## src/rtl/gsplat_tile_dispatch_pkg.sv

```systemverilog
// Shared constants and payload types for the gsplat tile dispatcher.
package gsplat_tile_dispatch_pkg;

    localparam int unsigned ADDR_W       = 29;
    localparam int unsigned FIELD_W      = 16;
    localparam int unsigned DATA_W       = 64;
    localparam int unsigned BURST_W      = 8;
    localparam int unsigned HDR_QWORDS   = 2;
    localparam int unsigned SPLAT_QWORDS = 4;

    // Header qword0 field offsets
    localparam int unsigned PX_LSB       = 0;
    localparam int unsigned PY_LSB       = 16;
    localparam int unsigned CNT_LSB      = 32;

    // Dispatch FSM encoding
    localparam int unsigned ST_W         = 3;
    localparam logic [2:0] ST_IDLE       = 3'd0;
    localparam logic [2:0] ST_HDR_REQ    = 3'd1;
    localparam logic [2:0] ST_HDR_WAIT   = 3'd2;
    localparam logic [2:0] ST_HOLD       = 3'd3;
    localparam logic [2:0] ST_DRAIN      = 3'd4;
    localparam logic [2:0] ST_DONE       = 3'd5;

    typedef struct packed {
        logic [FIELD_W-1:0] splat_count;
        logic [FIELD_W-1:0] py;
        logic [FIELD_W-1:0] px;
    } tile_hdr_t;

    typedef struct packed {
        logic [ADDR_W-1:0] addr;
        tile_hdr_t         hdr;
    } tile_dispatch_t;

    // Address of the descriptor that follows one with the given splat count
    function automatic logic [ADDR_W-1:0] next_desc_addr(input logic [ADDR_W-1:0]  addr,
                                                         input logic [FIELD_W-1:0] cnt);
        return addr + ADDR_W'(HDR_QWORDS) + ADDR_W'(cnt) * ADDR_W'(SPLAT_QWORDS);
    endfunction

endpackage

```

## src/rtl/gsplat_tile_dispatch_if.sv

```systemverilog
// Header-read port and core dispatch bus of the tile dispatcher.
interface gsplat_tile_dispatch_if
    import gsplat_tile_dispatch_pkg::*;
#(
    parameter int unsigned NUM_CORES = 2
);
    logic [ADDR_W-1:0]    rd_addr;
    logic [BURST_W-1:0]   rd_burstcnt;
    logic                 rd_req;
    logic                 rd_ack;
    logic [DATA_W-1:0]    rd_data;
    logic                 rd_data_valid;
    logic [NUM_CORES-1:0] core_start;
    logic [ADDR_W-1:0]    core_tile_addr;
    logic [FIELD_W-1:0]   core_tile_px;
    logic [FIELD_W-1:0]   core_tile_py;
    logic [FIELD_W-1:0]   core_splat_count;
    logic [NUM_CORES-1:0] core_done;

    modport master (
        output rd_addr, rd_burstcnt, rd_req,
        input  rd_ack, rd_data, rd_data_valid,
        output core_start, core_tile_addr, core_tile_px, core_tile_py, core_splat_count,
        input  core_done
    );

    modport slave (
        input  rd_addr, rd_burstcnt, rd_req,
        output rd_ack, rd_data, rd_data_valid,
        input  core_start, core_tile_addr, core_tile_px, core_tile_py, core_splat_count,
        output core_done
    );
endinterface

```

## src/rtl/gsplat_tile_dispatch.sv

```systemverilog
// Frame coordinator: walks the tile descriptor list, fetches each header and
// hands tiles to the lowest-index free core, then signals frame completion.
module gsplat_tile_dispatch
    import gsplat_tile_dispatch_pkg::*;
#(
    parameter int unsigned NUM_CORES = 2
) (
    input  logic                   clk,
    input  logic                   reset_n,
    input  logic                   frame_start,
    input  logic [ADDR_W-1:0]      list_addr,
    input  logic [FIELD_W-1:0]     tile_count,
    output logic                   busy,
    output logic                   frame_done,
    gsplat_tile_dispatch_if.master bus
);

    logic [ST_W-1:0]      state_q,      state_d;
    logic                 busy_q,       busy_d;
    logic                 frame_done_q, frame_done_d;
    logic                 rd_req_q,     rd_req_d;
    logic [ADDR_W-1:0]    rd_addr_q,    rd_addr_d;
    logic [NUM_CORES-1:0] core_start_q, core_start_d;
    tile_dispatch_t       disp_q,       disp_d;
    logic [NUM_CORES-1:0] occ_q,        occ_d;
    logic [ADDR_W-1:0]    cur_addr_q,   cur_addr_d;
    logic [FIELD_W-1:0]   tiles_left_q, tiles_left_d;
    tile_hdr_t            hdr_q,        hdr_d;
    logic                 beat_q,       beat_d;
    logic [NUM_CORES-1:0] grant;

    // Lowest set bit of v as a one-hot vector (zero when v is zero)
    function automatic logic [NUM_CORES-1:0] lowest_one(input logic [NUM_CORES-1:0] v);
        logic [NUM_CORES-1:0] r;
        r = '0;
        for (int i = int'(NUM_CORES) - 1; i >= 0; i--) begin
            if (v[i]) r = NUM_CORES'(1) << i;
        end
        return r;
    endfunction

    assign busy                 = busy_q;
    assign frame_done           = frame_done_q;
    assign bus.rd_req           = rd_req_q;
    assign bus.rd_addr          = rd_addr_q;
    assign bus.rd_burstcnt      = BURST_W'(HDR_QWORDS);
    assign bus.core_start       = core_start_q;
    assign bus.core_tile_addr   = disp_q.addr;
    assign bus.core_tile_px     = disp_q.hdr.px;
    assign bus.core_tile_py     = disp_q.hdr.py;
    assign bus.core_splat_count = disp_q.hdr.splat_count;

    // State and datapath registers
    always_ff @(posedge clk or negedge reset_n) begin
        if (!reset_n) begin
            state_q      <= ST_IDLE;
            busy_q       <= 1'b0;
            frame_done_q <= 1'b0;
            rd_req_q     <= 1'b0;
            rd_addr_q    <= '0;
            core_start_q <= '0;
            disp_q       <= '0;
            occ_q        <= '0;
            cur_addr_q   <= '0;
            tiles_left_q <= '0;
            hdr_q        <= '0;
            beat_q       <= 1'b0;
        end else begin
            state_q      <= state_d;
            busy_q       <= busy_d;
            frame_done_q <= frame_done_d;
            rd_req_q     <= rd_req_d;
            rd_addr_q    <= rd_addr_d;
            core_start_q <= core_start_d;
            disp_q       <= disp_d;
            occ_q        <= occ_d;
            cur_addr_q   <= cur_addr_d;
            tiles_left_q <= tiles_left_d;
            hdr_q        <= hdr_d;
            beat_q       <= beat_d;
        end
    end

    // Next-state and next-output logic
    always_comb begin
        state_d      = state_q;
        busy_d       = busy_q;
        frame_done_d = 1'b0;
        rd_req_d     = rd_req_q;
        rd_addr_d    = rd_addr_q;
        core_start_d = '0;
        disp_d       = disp_q;
        occ_d        = occ_q & ~bus.core_done;
        cur_addr_d   = cur_addr_q;
        tiles_left_d = tiles_left_q;
        hdr_d        = hdr_q;
        beat_d       = beat_q;
        // A core finishing this cycle is already eligible for the next tile
        grant        = lowest_one(~occ_q | bus.core_done);

        case (state_q)
            ST_IDLE: begin
                if (frame_start) begin
                    cur_addr_d   = list_addr;
                    tiles_left_d = tile_count;
                    busy_d       = 1'b1;
                    state_d      = (tile_count == '0) ? ST_DRAIN : ST_HDR_REQ;
                end
            end
            ST_HDR_REQ: begin
                if (!rd_req_q) begin
                    rd_req_d  = 1'b1;
                    rd_addr_d = cur_addr_q;
                end else if (bus.rd_ack) begin
                    rd_req_d = 1'b0;
                    beat_d   = 1'b0;
                    state_d  = ST_HDR_WAIT;
                end
            end
            ST_HDR_WAIT: begin
                if (bus.rd_data_valid) begin
                    if (!beat_q) begin
                        hdr_d.px          = bus.rd_data[PX_LSB  +: FIELD_W];
                        hdr_d.py          = bus.rd_data[PY_LSB  +: FIELD_W];
                        hdr_d.splat_count = bus.rd_data[CNT_LSB +: FIELD_W];
                        beat_d            = 1'b1;
                    end else begin
                        beat_d  = 1'b0;
                        state_d = ST_HOLD;
                    end
                end
            end
            ST_HOLD: begin
                if (grant != '0) begin
                    core_start_d = grant;
                    disp_d.addr  = cur_addr_q;
                    disp_d.hdr   = hdr_q;
                    occ_d        = occ_d | grant;
                    cur_addr_d   = next_desc_addr(cur_addr_q, hdr_q.splat_count);
                    tiles_left_d = tiles_left_q - FIELD_W'(1);
                    state_d      = (tiles_left_q == FIELD_W'(1)) ? ST_DRAIN : ST_HDR_REQ;
                end
            end
            ST_DRAIN: begin
                if (occ_q == '0) state_d = ST_DONE;
            end
            ST_DONE: begin
                frame_done_d = 1'b1;
                busy_d       = 1'b0;
                state_d      = ST_IDLE;
            end
            default: state_d = ST_IDLE;
        endcase
    end

endmodule

```

## src/flat_wrapper.sv

```systemverilog
// flat-port wrapper written by rule: the top's interface ports become plain ports
module gsplat_tile_dispatch_flat import gsplat_tile_dispatch_pkg::*;
#(
    parameter int unsigned NUM_CORES = 2
)
  (clk, reset_n, frame_start, list_addr, tile_count, busy, frame_done, bus_rd_addr, bus_rd_burstcnt, bus_rd_req, bus_rd_ack, bus_rd_data, bus_rd_data_valid, bus_core_start, bus_core_tile_addr, bus_core_tile_px, bus_core_tile_py, bus_core_splat_count, bus_core_done);
  gsplat_tile_dispatch_if #(.NUM_CORES(NUM_CORES)) bus_i ();
  input  logic clk;
  input  logic reset_n;
  input  logic frame_start;
  input  logic [ADDR_W-1:0] list_addr;
  input  logic [FIELD_W-1:0] tile_count;
  output logic busy;
  output logic frame_done;
  output wire logic [$bits(bus_i.rd_addr)-1:0] bus_rd_addr;
  output wire logic [$bits(bus_i.rd_burstcnt)-1:0] bus_rd_burstcnt;
  output wire logic [$bits(bus_i.rd_req)-1:0] bus_rd_req;
  input wire logic [$bits(bus_i.rd_ack)-1:0] bus_rd_ack;
  input wire logic [$bits(bus_i.rd_data)-1:0] bus_rd_data;
  input wire logic [$bits(bus_i.rd_data_valid)-1:0] bus_rd_data_valid;
  output wire logic [$bits(bus_i.core_start)-1:0] bus_core_start;
  output wire logic [$bits(bus_i.core_tile_addr)-1:0] bus_core_tile_addr;
  output wire logic [$bits(bus_i.core_tile_px)-1:0] bus_core_tile_px;
  output wire logic [$bits(bus_i.core_tile_py)-1:0] bus_core_tile_py;
  output wire logic [$bits(bus_i.core_splat_count)-1:0] bus_core_splat_count;
  input wire logic [$bits(bus_i.core_done)-1:0] bus_core_done;
  assign bus_rd_addr = bus_i.rd_addr;
  assign bus_rd_burstcnt = bus_i.rd_burstcnt;
  assign bus_rd_req = bus_i.rd_req;
  assign bus_i.rd_ack = bus_rd_ack;
  assign bus_i.rd_data = bus_rd_data;
  assign bus_i.rd_data_valid = bus_rd_data_valid;
  assign bus_core_start = bus_i.core_start;
  assign bus_core_tile_addr = bus_i.core_tile_addr;
  assign bus_core_tile_px = bus_i.core_tile_px;
  assign bus_core_tile_py = bus_i.core_tile_py;
  assign bus_core_splat_count = bus_i.core_splat_count;
  assign bus_i.core_done = bus_core_done;
  gsplat_tile_dispatch #(.NUM_CORES(NUM_CORES)) u_core (.clk(clk), .reset_n(reset_n), .frame_start(frame_start), .list_addr(list_addr), .tile_count(tile_count), .busy(busy), .frame_done(frame_done), .bus(bus_i));
endmodule
```

## config.mk

```make
export PLATFORM = sky130hd
export DESIGN_NAME = gsplat_tile_dispatch_flat
export DESIGN_NICKNAME = d
export VERILOG_FILES = /design/src/rtl/gsplat_tile_dispatch_pkg.sv /design/src/rtl/gsplat_tile_dispatch_if.sv /design/src/rtl/gsplat_tile_dispatch.sv /design/src/flat_wrapper.sv
export SDC_FILE = /design/constraint.sdc
export NUM_CORES = 1
export LEC_CHECK = 0
export CORE_ASPECT_RATIO = 0.7
export CORE_UTILIZATION = 54
export CTS_CLUSTER_SIZE = 25
export DETAILED_ROUTE_END_ITERATION = 6
export GPL_ROUTABILITY_DRIVEN = 0
export GPL_TIMING_DRIVEN = 1
export PLACE_DENSITY = 0.86
export SYNTH_ARGS = -nofsm -noshare
export SYNTH_HDL_FRONTEND = slang
export SYNTH_SLANG_ARGS = --single-unit
```

## constraint.sdc

```tcl
create_clock -name clk -period 4.79 [get_ports clk]
set_input_delay 0.7185 -clock clk [delete_from_list [all_inputs] [get_ports clk]]
set_output_delay 0.7185 -clock clk [all_outputs]
set_load 0.02 [all_outputs]
```

==> qor.yml <==
status: "complete, but fails checks"
violations: "DRC"
die_w_um: 163
setup_viol: 0
period_minus_slack_ns: 2.85
pre_cts_ws_ns: 1.63
syn-cell-area_um2: 9760
wl_met2_mm: 11.9
cts-root-buf: "clkbuf_16"
drtIter0Drc: 770
io_buffer_count: 210
setup.worst_path.start_class: "register"
finalSetupTns_ns: 0
cts_buffer_depth: 3
holdWs_ns: 0.348
first_global_vias: 7916
synth_fa_ha_area_frac: 0.0251
antenna_found_initial: 1
hold_viol_final: 0
synth_edf_count: 0
synthFlopType: "dfrtp_1"
multi_input_area_um2: 4240
met1_length_mm: 11.3
wl_per_cell_um: 18.4
vias: 8173
synthCells: 1001
arrival_ns: 3.25
synth_cell_types: 63
cts_tree: "done"
ir_drop_uv: 367
ys_async_sr_fraction: 1.00
worstSetupPathType: "reg -> reg"
io_pins: 235
cts_resized: 0
track_usage: 0.283
met3_length_mm: 2.33
synth-xor-area-share: 0.0117
slew_violations: 0
hp-class: "in -> async"
p_per_area_nw_per_um2: 756
fp.coreArea_um2: 17400
fin_nets: 1317
utilization: 0.724
synth_warnings: 0
finClkSkew_ns: 0.0187
seq_area_frac_synth: 0.538
muxShareOfSynthArea: 0.0888
die_area_um2: 18600
top_layer_used: "met4"
postCtsSetupRepairBufs: 0
drt_wl_total_mm: 26.2
start_util: 0.560
firstDrtPassIters: 7
worstPathRequired_ns: 5.18
fmax_mhz: 351
r2r-end: "u_core.cur_addr_q[22]"
rr_worst_depth: 8
synth-simple-area-share: 0.192
p_leak_nw: 5.64
setup_ws_ns: 1.94
fp-row-count: 40
worstSetupEndpointType: "register"
grt_pass1_wl_mm: 41.5
via_per_inst: 5.74
worstMarginPinSlew_ns: 1.08
r2r_slack_ns: 1.94
path_clk_slew_ns: 0.07
num-fill-cells: 1239
dp_hpwl_mm: 17.2
drc_errors: 2
clock_latency_ns: 0.50
cts_sinks: 210
slew_headroom: 0.275
synth_top_family_by_area: "simple AND/OR/NAND/NOR gates"
r2r_start: "u_core.hdr_q[35]"
postRouteAntennaNets: 0
cts_buffers: 20
finalCritPeriodShare: 0.596
max-cap-violations: 0
grt_max_degree: 128
ff_latch_area_um2: 5260
drive_gt1_frac: 0.112
htree_levels: 1
holdBufCountCts: 0
gr-total-overflow: 0
cp_max_fo: 11
syn_avg_cell_area_um2: 9.75
rsz0062_at_grt: "false"
synth_compound_area_frac: 0.111
yosys_register_bits: 210
die_h_um: 114
area_growth_pct: 29.3
[cell usage after synthesis, types with 6 or more instances]
cell type / instances / area share
nor2b_1: 13 / 0.0083
o211ai_1: 6 / 0.0046
dfrtp_1: 210 / 0.54
mux2_2: 77 / 0.089
nor4_1: 8 / 0.0051
nand3_1: 21 / 0.011
a31oi_1: 11 / 0.0071
nand2_1: 272 / 0.10
and3_1: 7 / 0.0045
a21o_1: 6 / 0.0046
nor2_1: 63 / 0.024
xor2_1: 8 / 0.0072
buf_4: 8 / 0.0062
inv_1: 8 / 0.0031
nor3_1: 16 / 0.0082
a21oi_1: 51 / 0.026
buf_1: 10 / 0.0038
ha_1: 18 / 0.023
clkbuf_1: 40 / 0.015
o21ai_0: 49 / 0.025
[cell families (layout without fill, tap and decap cells)]
kind of cell | Yosys count | count (layout)
AO/OA/AOI/OAI | 171 | 171
XOR/XNOR | 13 | 13
adder cells (fa/ha/maj) | 19 | 19
buffers and inverters | 73 | 258
flip-flops | 210 | 210
multiplexers | 77 | 77
other | 2 | 9
AND/OR/NAND/NOR | 436 | 436
[power breakdown]
part / switching [W] / internal, W / total [W]
sequential: 0.000678 / 0.00261 / 0.00329
combinational: 0.00267 / 0.00205 / 0.00473
clock: 0.000665 / 0.000859 / 0.00152
[flip-flops by register name (all words and copies together) (netlist names), 2 cells and up]
signal	count
u_core.bus.core_tile_px	16
u_core.cur_addr_q	29
u_core.bus.core_tile_py	16
u_core.hdr_q	48
u_core.occ_q	2
u_core.tiles_left_q	16
u_core.bus.core_tile_addr	29
u_core.bus.core_splat_count	16
u_core.state_q	3
u_core.bus.rd_addr	29
u_core.bus.core_start	2
[final cells by class]
cell class / instances / share of cell area
antenna: 1 / 0.000198
multi-input combinational: 724 / 0.336
sequential: 210 / 0.417
timing repair buffer: 218 / 0.173
clock buffer: 29 / 0.0471
tap: 231 / 0.0229
inverter: 8 / 0.00238
clock inverter: 3 / 0.00208
[per-stage QoR]
| step | power [W] | instance area (um^2) | instances |
|---|---|---|---|
| after floorplan | 0.00620 | 9780 | 1007 |
| after global placement | 0.00776 | 12000 | 1391 |
| after detailed placement | 0.00795 | 12000 | 1391 |
| after CTS | 0.00955 | 12600 | 1423 |
| after global routing | 0.0102 | 12600 | 1423 |
| final | 0.00954 | 12600 | 1424 |
[routing by layer]
layer	track usage	vias up
met1	0.389	4022
li1	-	3770
met5	0	-
met3	0.0732	50
met4	0.0735	0
met2	0.449	331
[cell usage in the layout, fill, tap and decap left out, types with 12 or more instances in the layout]
cell type        instances
o21ai_0                 49
ha_1                    18
nor3_1                  16
nor2b_1                 12
clkdlybuf4s50_1        209
nor2_1                  61
mux2_2                  77
clkbuf_16               20
nand2_1                271
a21oi_1                 51
dfrtp_1                210
nand3_1                 21
[how the worst max path moves through the flow]
stage / startpoint / to / slack (ns)
final: u_core.hdr_q[35] / u_core.cur_addr_q[22] / 1.94
after global routing: u_core.cur_addr_q[1] / u_core.cur_addr_q[21] / 1.82
after CTS: u_core.hdr_q[35] / u_core.cur_addr_q[22] / 2.02
after detailed placement: bus_core_done[0] / u_core.cur_addr_q[23] / 1.63
after global placement: bus_core_done[0] / u_core.cur_addr_q[23] / 1.73
after floorplan: u_core.hdr_q[35] / u_core.cur_addr_q[22] / 2.52
[worst max-delay path: stages (launching register included)]
cell and delay [ns]:
dfrtp_1 0.41, ha_1 0.42, a21oi_2 0.20, nand2_1 0.10, o21ai_2 0.28, o21ai_2 0.16, a2111oi_4 0.75, nor2_1 0.13
a311oi_1 0.29
Note: power is estimated with default switching activity, not from simulation.
